<file path="config.mk">
export PLATFORM = sky130hd
export DESIGN_NAME = sub_seq_clk
export DESIGN_NICKNAME = d
export VERILOG_FILES = /design/src/rtl/sub_seq_clk.sv
export SDC_FILE = /design/constraint.sdc
export NUM_CORES = 1
export LEC_CHECK = 0
export CAP_MARGIN = 20
export CELL_PAD_IN_SITES_DETAIL_PLACEMENT = 0
export CELL_PAD_IN_SITES_GLOBAL_PLACEMENT = 1
export CORE_MARGIN = 2
export CORE_UTILIZATION = 37
export CTS_CLUSTER_DIAMETER = 60
export DETAILED_ROUTE_END_ITERATION = 6
export GPL_ROUTABILITY_DRIVEN = 0
export GPL_TIMING_DRIVEN = 1
export PLACE_DENSITY = 0.79
export SYNTH_ARGS = -nofsm -noshare
export SYNTH_HDL_FRONTEND = slang
export SYNTH_SLANG_ARGS = --single-unit
</file>
<file path="constraint.sdc">
create_clock -name clk -period 2.96 [get_ports clk]
set_input_delay 0.296 -clock clk [delete_from_list [all_inputs] [get_ports clk]]
set_output_delay 0.296 -clock clk [all_outputs]
set_load 0.02 [all_outputs]
</file>
<file path="src/rtl/sub_seq_clk.sv">
// Multi-cycle subtractor: d = a - b - bi, CHUNK bits per cycle with a registered
// inter-chunk borrow and a start/busy/done handshake.
module sub_seq_clk #(
  parameter int unsigned WIDTH = 32,
  parameter int unsigned CHUNK = 8
) (
  input  logic             clk,
  input  logic             rst_n,
  input  logic             start,
  input  logic [WIDTH-1:0] a,
  input  logic [WIDTH-1:0] b,
  input  logic             bi,
  output logic             busy,
  output logic             done,
  output logic [WIDTH-1:0] d,
  output logic             bo,
  output logic             ov
);

  localparam int unsigned N  = WIDTH / CHUNK;
  localparam int unsigned IW = (N > 1) ? $clog2(N) : 1;
  localparam logic [IW-1:0] LAST = IW'(N - 1);

  typedef enum logic [1:0] {S_IDLE, S_CALC, S_DONE} state_t;

  state_t           state_q;
  logic [WIDTH-1:0] a_q;
  logic [WIDTH-1:0] b_q;
  logic             borrow_q;
  logic [IW-1:0]    idx_q;
  logic [WIDTH-1:0] diff_q;
  logic [WIDTH-1:0] d_q;
  logic             bo_q;
  logic             ov_q;
  logic             busy_q;
  logic             done_q;

  int unsigned      base_c;
  logic [CHUNK-1:0] a_ch_c;
  logic [CHUNK-1:0] b_ch_c;
  logic [CHUNK:0]   sum_c;
  logic             ov_c;
  logic [WIDTH-1:0] diff_nxt_c;

  // One chunk of a + ~b + ~borrow; overflow term is only used on the top chunk
  always_comb begin
    base_c     = 32'(idx_q) * CHUNK;
    a_ch_c     = a_q[base_c +: CHUNK];
    b_ch_c     = b_q[base_c +: CHUNK];
    sum_c      = {1'b0, a_ch_c} + {1'b0, ~b_ch_c} + {{CHUNK{1'b0}}, ~borrow_q};
    ov_c       = (a_ch_c[CHUNK-1] ^ b_ch_c[CHUNK-1]) & (a_ch_c[CHUNK-1] ^ sum_c[CHUNK-1]);
    diff_nxt_c = diff_q;
    diff_nxt_c[base_c +: CHUNK] = sum_c[CHUNK-1:0];
  end

  always_ff @(posedge clk or negedge rst_n) begin
    if (!rst_n) begin
      state_q  <= S_IDLE;
      a_q      <= '0;
      b_q      <= '0;
      borrow_q <= 1'b0;
      idx_q    <= '0;
      diff_q   <= '0;
      d_q      <= '0;
      bo_q     <= 1'b0;
      ov_q     <= 1'b0;
      busy_q   <= 1'b0;
      done_q   <= 1'b0;
    end else begin
      done_q <= 1'b0;
      if (state_q == S_CALC) begin
        diff_q   <= diff_nxt_c;
        borrow_q <= ~sum_c[CHUNK];
        if (idx_q == LAST) begin
          state_q <= S_DONE;
          busy_q  <= 1'b0;
          done_q  <= 1'b1;
          d_q     <= diff_nxt_c;
          bo_q    <= ~sum_c[CHUNK];
          ov_q    <= ov_c;
        end else begin
          idx_q <= idx_q + IW'(1);
        end
      end else if (start) begin
        // IDLE or DONE: accept a new operation (back-to-back from DONE)
        state_q  <= S_CALC;
        busy_q   <= 1'b1;
        a_q      <= a;
        b_q      <= b;
        borrow_q <= bi;
        idx_q    <= '0;
        diff_q   <= '0;
      end else begin
        state_q <= S_IDLE;
        busy_q  <= 1'b0;
      end
    end
  end

  assign busy = busy_q;
  assign done = done_q;
  assign d    = d_q;
  assign bo   = bo_q;
  assign ov   = ov_q;

endmodule
</file>
# Yosys cells after proc, flatten, opt, wreduce, memory -nomap -nowiden
# Cells that the tools add are included.
# Widths: inputs -> output; s select.
op_classes:
  add_sub_neg: 4
  n_eq_ne: 4
  shifts: 4
  muxes: 16
  n_bitwise: 7
  reduce_logical: 4
ops:
  columns: ["op", "n"]
  rows:
  - ["$mux 32", 2]
  - ["$shiftx 32x6->8", 2]
  - ["$neg 5->34", 1]
  - ["$shift 8x34->32 const A", 1]
  - ["$shiftx 8x34->32", 1]
  - ["$bwmux 32", 1]
  - ["$mux 2", 5]
  - ["$add 8x8->9", 1]
  - ["$add 9x1->9", 1]
  - ["$mux 1", 8]
  - ["$not 8->8", 1]
  - ["$reduce_and 2->1", 3]
  - ["$not 1->1", 3]
  - ["$add 2x1->2 const B", 1]
  - ["$eq 2x1->1 const B", 1]
  - ["$eq 2x2->1 const B", 1]
  - ["$ne 2x1->1 const B", 1]
  - ["$ne 2x2->1 const B", 1]
  - ["$reduce_bool 2->1", 1]
  - ["$xor 1x1->1", 2]
  - ["$and 1x1->1", 1]
word_totals:
  regBits: 137
  input_bits: 68
  out_inout_bits: 36
  wordCells: 50

# Logic depth before layout (Yosys ltp)
logic_depth:
  depth_word: 7
  mapped_depth: 12
  depth_no_buf: 10

# Least setup slack after synthesis
# No wires, ideal clock.
synth_timing:
  path_kind: "register to register"
  from: "reg idx_q[0]"
  to: "reg d_q[28] (netlist: d[28])"
  setup_ns: 0.126
  t_arrival_ns: 2.939
  t_required_ns: 2.834
  slack_ns: -0.104
  path_stages_with_launch: 13
  path_buffers: 2
  synth_period_minus_slack_ns: 3.064
  cell_sequence: "dfrtp_1 > buf_6 > buf_4 > mux4_2 > inv_1 > fa_1 > inv_1 > fa_1 > a21o_1 > a21oi_1 > xnor2_1 > a221oi_1 > nor2_1"
synth_via:
  elab_chain_cells: 6
  word_cells_on_any_way: 11
  classes_between: "add/sub (3); eq/ne (1); shift (4); mux (1); bitwise (1); reduce/logical (1)"
synth_rtl:
  columns: ["item", "line", "text"]
  rows:
  - ["start, declared", "30", "logic [IW-1:0] idx_q;"]
  - ["start signal, assigned", "82", "idx_q <= idx_q + IW'(1);"]
  - ["$shiftx 32x6->8", "49", "b_ch_c = b_q[base_c +: CHUNK];"]
  - ["$not 8->8", "50", "sum_c = {1'b0, a_ch_c} + {1'b0, ~b_ch_c} + {{CHUNK{1'b0}}, ~borrow_q};"]
  - ["$add 8x8->9", "50", null]
  - ["$add 9x1->9", "50", null]
  - ["$shiftx 8x34->32", "53", "diff_nxt_c[base_c +: CHUNK] = sum_c[CHUNK-1:0];"]
  - ["$bwmux 32", "53", null]
  - ["end signal, assigned", "78", "d_q <= diff_nxt_c;"]
  - ["end, declared", "32", "logic [WIDTH-1:0] d_q;"]
# Parallel ways exist; a longest one is shown, timed or not.
# A chain may end at the register's enable or synchronous reset.

# Final worst setup path
layout_timing:
  from: "reg idx_q[0]"
  to: "reg diff_q[5]"
layout_via:
  elab_chain_cells: 7
  word_cells_on_any_way: 10
  classes_between: "add/sub (3); shift (4); mux (2); bitwise (1)"
layout_rtl:
  columns: ["item", "line", "text"]
  rows:
  - ["$shiftx 32x6->8", "49", null]
  - ["$not 8->8", "50", null]
  - ["$add 8x8->9", "50", null]
  - ["$add 9x1->9", "50", null]
  - ["$shiftx 8x34->32", "53", null]
  - ["$bwmux 32 (*)", "53", null]
  - ["$mux 32 (*)", "71", "if (state_q == S_CALC) begin"]
  - ["end signal, assigned", "72", "diff_q <= diff_nxt_c;"]
  - ["end, declared", "31", "logic [WIDTH-1:0] diff_q;"]
# Every way passes the cells marked *; elsewhere a longest branch is shown, timed or not.

==> results.md <==
- Count leader, synth: sky130_fd_sc_hd__nand2_1
- Kind of start point of the critical path: register
- Die extent in y: 135 um
- Syn Nets: 708
- Cell taking the most area after synthesis: sky130_fd_sc_hd__dfrtp_1
- Period minus WS final: 2.80 ns
- Pwr dens: 1440 nW/um^2
- Highest fanout seen on the critical path: 13
- Clock tree from TritonCTS: done
- Number of clock sinks: 136
- Die area: 18100 um^2
- DRC: 0
- Layout-stage area growth over the synthesis result: 29.9%
- Setup violations, final: 0
- Die outline width: 135 um
- Most common flop cell mapped by yosys: sky130_fd_sc_hd__dfrtp_1
- Async set-reset flop share out of synthesis: 100%
- Slew @ Worst Pin: 0.764 ns
- Largest buffer count on any clock path: 2
- Data required time at the worst endpoint: 3.26 ns
- Post-synthesis register bit count: 136
- Fmax: 357 MHz
- Critical Path, Cell by Cell: buf_6 > mux4_2 > inv_1 > ha_1 > o21ai_1 > a21o_2 > a21oi_1 > a2111oi_4 > buf_6 > o21ai_1
- Max-slew violations: 0
- Outcome: complete, no violations
- Ratio of cells with drive above 1 in the final layout: 12.1%
- Setup repair after global routing missed its margin: false
- Endpoints failing hold: 0
- Count of antenna diodes in the layout: 0
- Initial antenna violation count: 0
- Leakage power figure: 3.86 nW
- Post-synthesis area per instance: 10.1 um^2
- Port Buffer Count: 103
- Mean number of vias per cell: 5.15
- Multi-input combinational cell area: 2680 um^2
- Worst Clk Skew: 0.0102 ns
- First drt pass iteration count: 4
- Worst path setup slack after routing: 0.160 ns
- Clock transition at path regs: 0.05 ns
- Gate count of the mapped netlist: 625
- Proportion of synthesized chip area in sequential cells: 54.0%
- Vias: 4970
- Wire length of the first global-routing pass: 25.8 mm
- Area share of the largest cell type after synthesis: 54.0%
- Placement row count: 47
- Total congestion overflow after global routing: 0
- Worst stage delay on the critical path: 0.51 ns
- Critical Path Sink Type: register
- Starting DRT DRC Count: 276
- Top Ports: 104
- Type of the worst setup path: reg2reg
- Maximum number of pins on one net before global-route repair: 83
- Clock latency on the worst-skew pair: 0.43 ns
- Number of CTS-inserted buffers: 17
- Starting density of the core: 37.9%
- Post-synth cell types: 47
- Aggregate routed wire length: 15.4 mm
- End-of-flow core utilization: 49.2%
- Area occupied by registers: 3400 um^2
- Number of levels the H-tree was split into: 4
- Crit path arrival time: 3.10 ns
- Final HPWL DP: 11.3 mm
- Wire length per cell: 16.0 um
- Commonest cells post-synth: 229 x sky130_fd_sc_hd__nand2_1, 136 x sky130_fd_sc_hd__dfrtp_1, 33 x sky130_fd_sc_hd__nor2_1
- Max IR drop VDD: 0.975 mV
- Fin nets: 817
- Setup Slack @ Placement: 0.00878 ns
- Critical-path top delay cell: sky130_fd_sc_hd__mux4_2
- Sum Neg Setup Slack: 0 ns
- Global-route total usage across every layer: 18.3%
- Cell area after synthesis: 6300 um^2
- Core footprint: 16600 um^2
- Cell at the root of the clock tree: sky130_fd_sc_hd__clkbuf_16
- Most area-consuming cells after synthesis: sky130_fd_sc_hd__dfrtp_1 54%, sky130_fd_sc_hd__nand2_1 14%, sky130_fd_sc_hd__mux4_2 5.7%
- Number of enable flip-flop cells after synthesis: 0
- Fill cell total of the finished layout: 1540
- Count of nets left with antenna violations after detail routing: 0
- Synthesis warning total: 0
- Type of the most critical hold path: in2reg
- Headroom to the max-slew limit: 49.1%
- Final worst-path cycle share: 94.6%
- Number of global-route vias before repair: 5083
- Number of maximum-capacitance violations: 0
-- sequential cells by signal (all words and copies together) (netlist names) --
signal and cells:
state_q 2, idx_q 2, done 1, diff_q 32, ov 1, b_q 32, a_q 32, bo 1
borrow_q 1, d 32
-- worst paths after layout --
kind	depth (start not counted)	end	slack, ns	start
max	10	diff_q[5]	0.16	idx_q[0]
min in group asynchronous	2	d[23]	0.46	rst_n
min reg2reg	2	diff_q[7]	0.47	diff_q[7]
min	3	a_q[11]	0.40	a[11]
max reg2reg	10	diff_q[5]	0.16	idx_q[0]
max in group asynchronous	3	b_q[28]	1.75	rst_n
-- cells in the final DEF, fill, tap and decap left out, drive strengths merged, types with 2 or more instances in the layout --
master and instances:
o21ai 37, o21a 3, a21o 3, mux4 16, xnor2 2, clkdlybuf4s50 102, a32oi 4, clkbuf 22
clkinv 3, nor2 33, nor4b 2, fa 2, and3 13, nor3 4, ha 13, nand2 229
clkinvlp 3, inv 22, buf 15, dfrtp 136, a21oi 19, nor4 2, a31oi 3, and2 5
bufinv 2, a221oi 15, mux2 2, a22o 17, nand2b 5
-- repair_timing --
item,4_1_cts,5_1_grt
hold buffers,1,0
endpoints found under the hold margin,80,0
pin swaps,0,1
setup endpoints to repair,3,26
resized for setup,1,5
setup buffers,0,1
-- logic make-up after synthesis --
kind of cell / share of synthesized area, %
adders and majority gates: 3.22
DFF: 54.0
xor gates and xnor gates: 0.536
muxes: 6.08
buffers and inverters: 3.85
AOI/OAI and AO/OA: 12.3
and+or+nand+nor: 20.0
-- metal layers --
| metal | wire length [um] | GRT usage, % | vias to the layer above |
|---|---|---|---|
| met5 | 0 | 0 | - |
| met4 | 191 | 5.44 | 0 |
| met3 | 837 | 4.73 | 20 |
| met2 | 7530 | 29.4 | 168 |
| met1 | 6840 | 24.6 | 2438 |
| li1 | - | - | 2344 |
-- metrics by stage --
step           std cells  hold WS (ns)  instance area (um^2)  power [W]
5_1_grt              965         0.393                  8180     0.0126
6_report             965         0.402                  8180     0.0118
4_1_cts              964         0.390                  8150     0.0116
2_1_floorplan        625      0.000409                  6310    0.00749
3_3_place_gp         933         0.382                  7560    0.00920
3_5_place_dp         933         0.387                  7560    0.00943
-- power by group --
| group | total (W) | switching (W) | internal, W |
|---|---|---|---|
| registers | 0.00319 | 0.000490 | 0.00270 |
| logic | 0.00651 | 0.00390 | 0.00261 |
| clock network | 0.00205 | 0.000763 | 0.00129 |
-- final cells by class --
cell class                      count  share of cell area, %
Multi-Input combinational cell    439                   32.8
Clock buffer                       22                   5.79
Sequential cell                   136                   41.6
Tap cell                          220                   3.36
Clock inverter                      8                   1.19
Inverter                           22                   1.01
Timing Repair Buffer              118                   14.3
-- critical path, delay by kind of cell (launching register included) --
family	cells	cell delay, ns
AO/OA/AOI/OAI	5	0.99
flip-flops	1	0.42
adder cells (fa/ha/maj)	1	0.27
buffers and inverters	3	0.48
multiplexers	1	0.51
(Power assumes the default switching activity.)
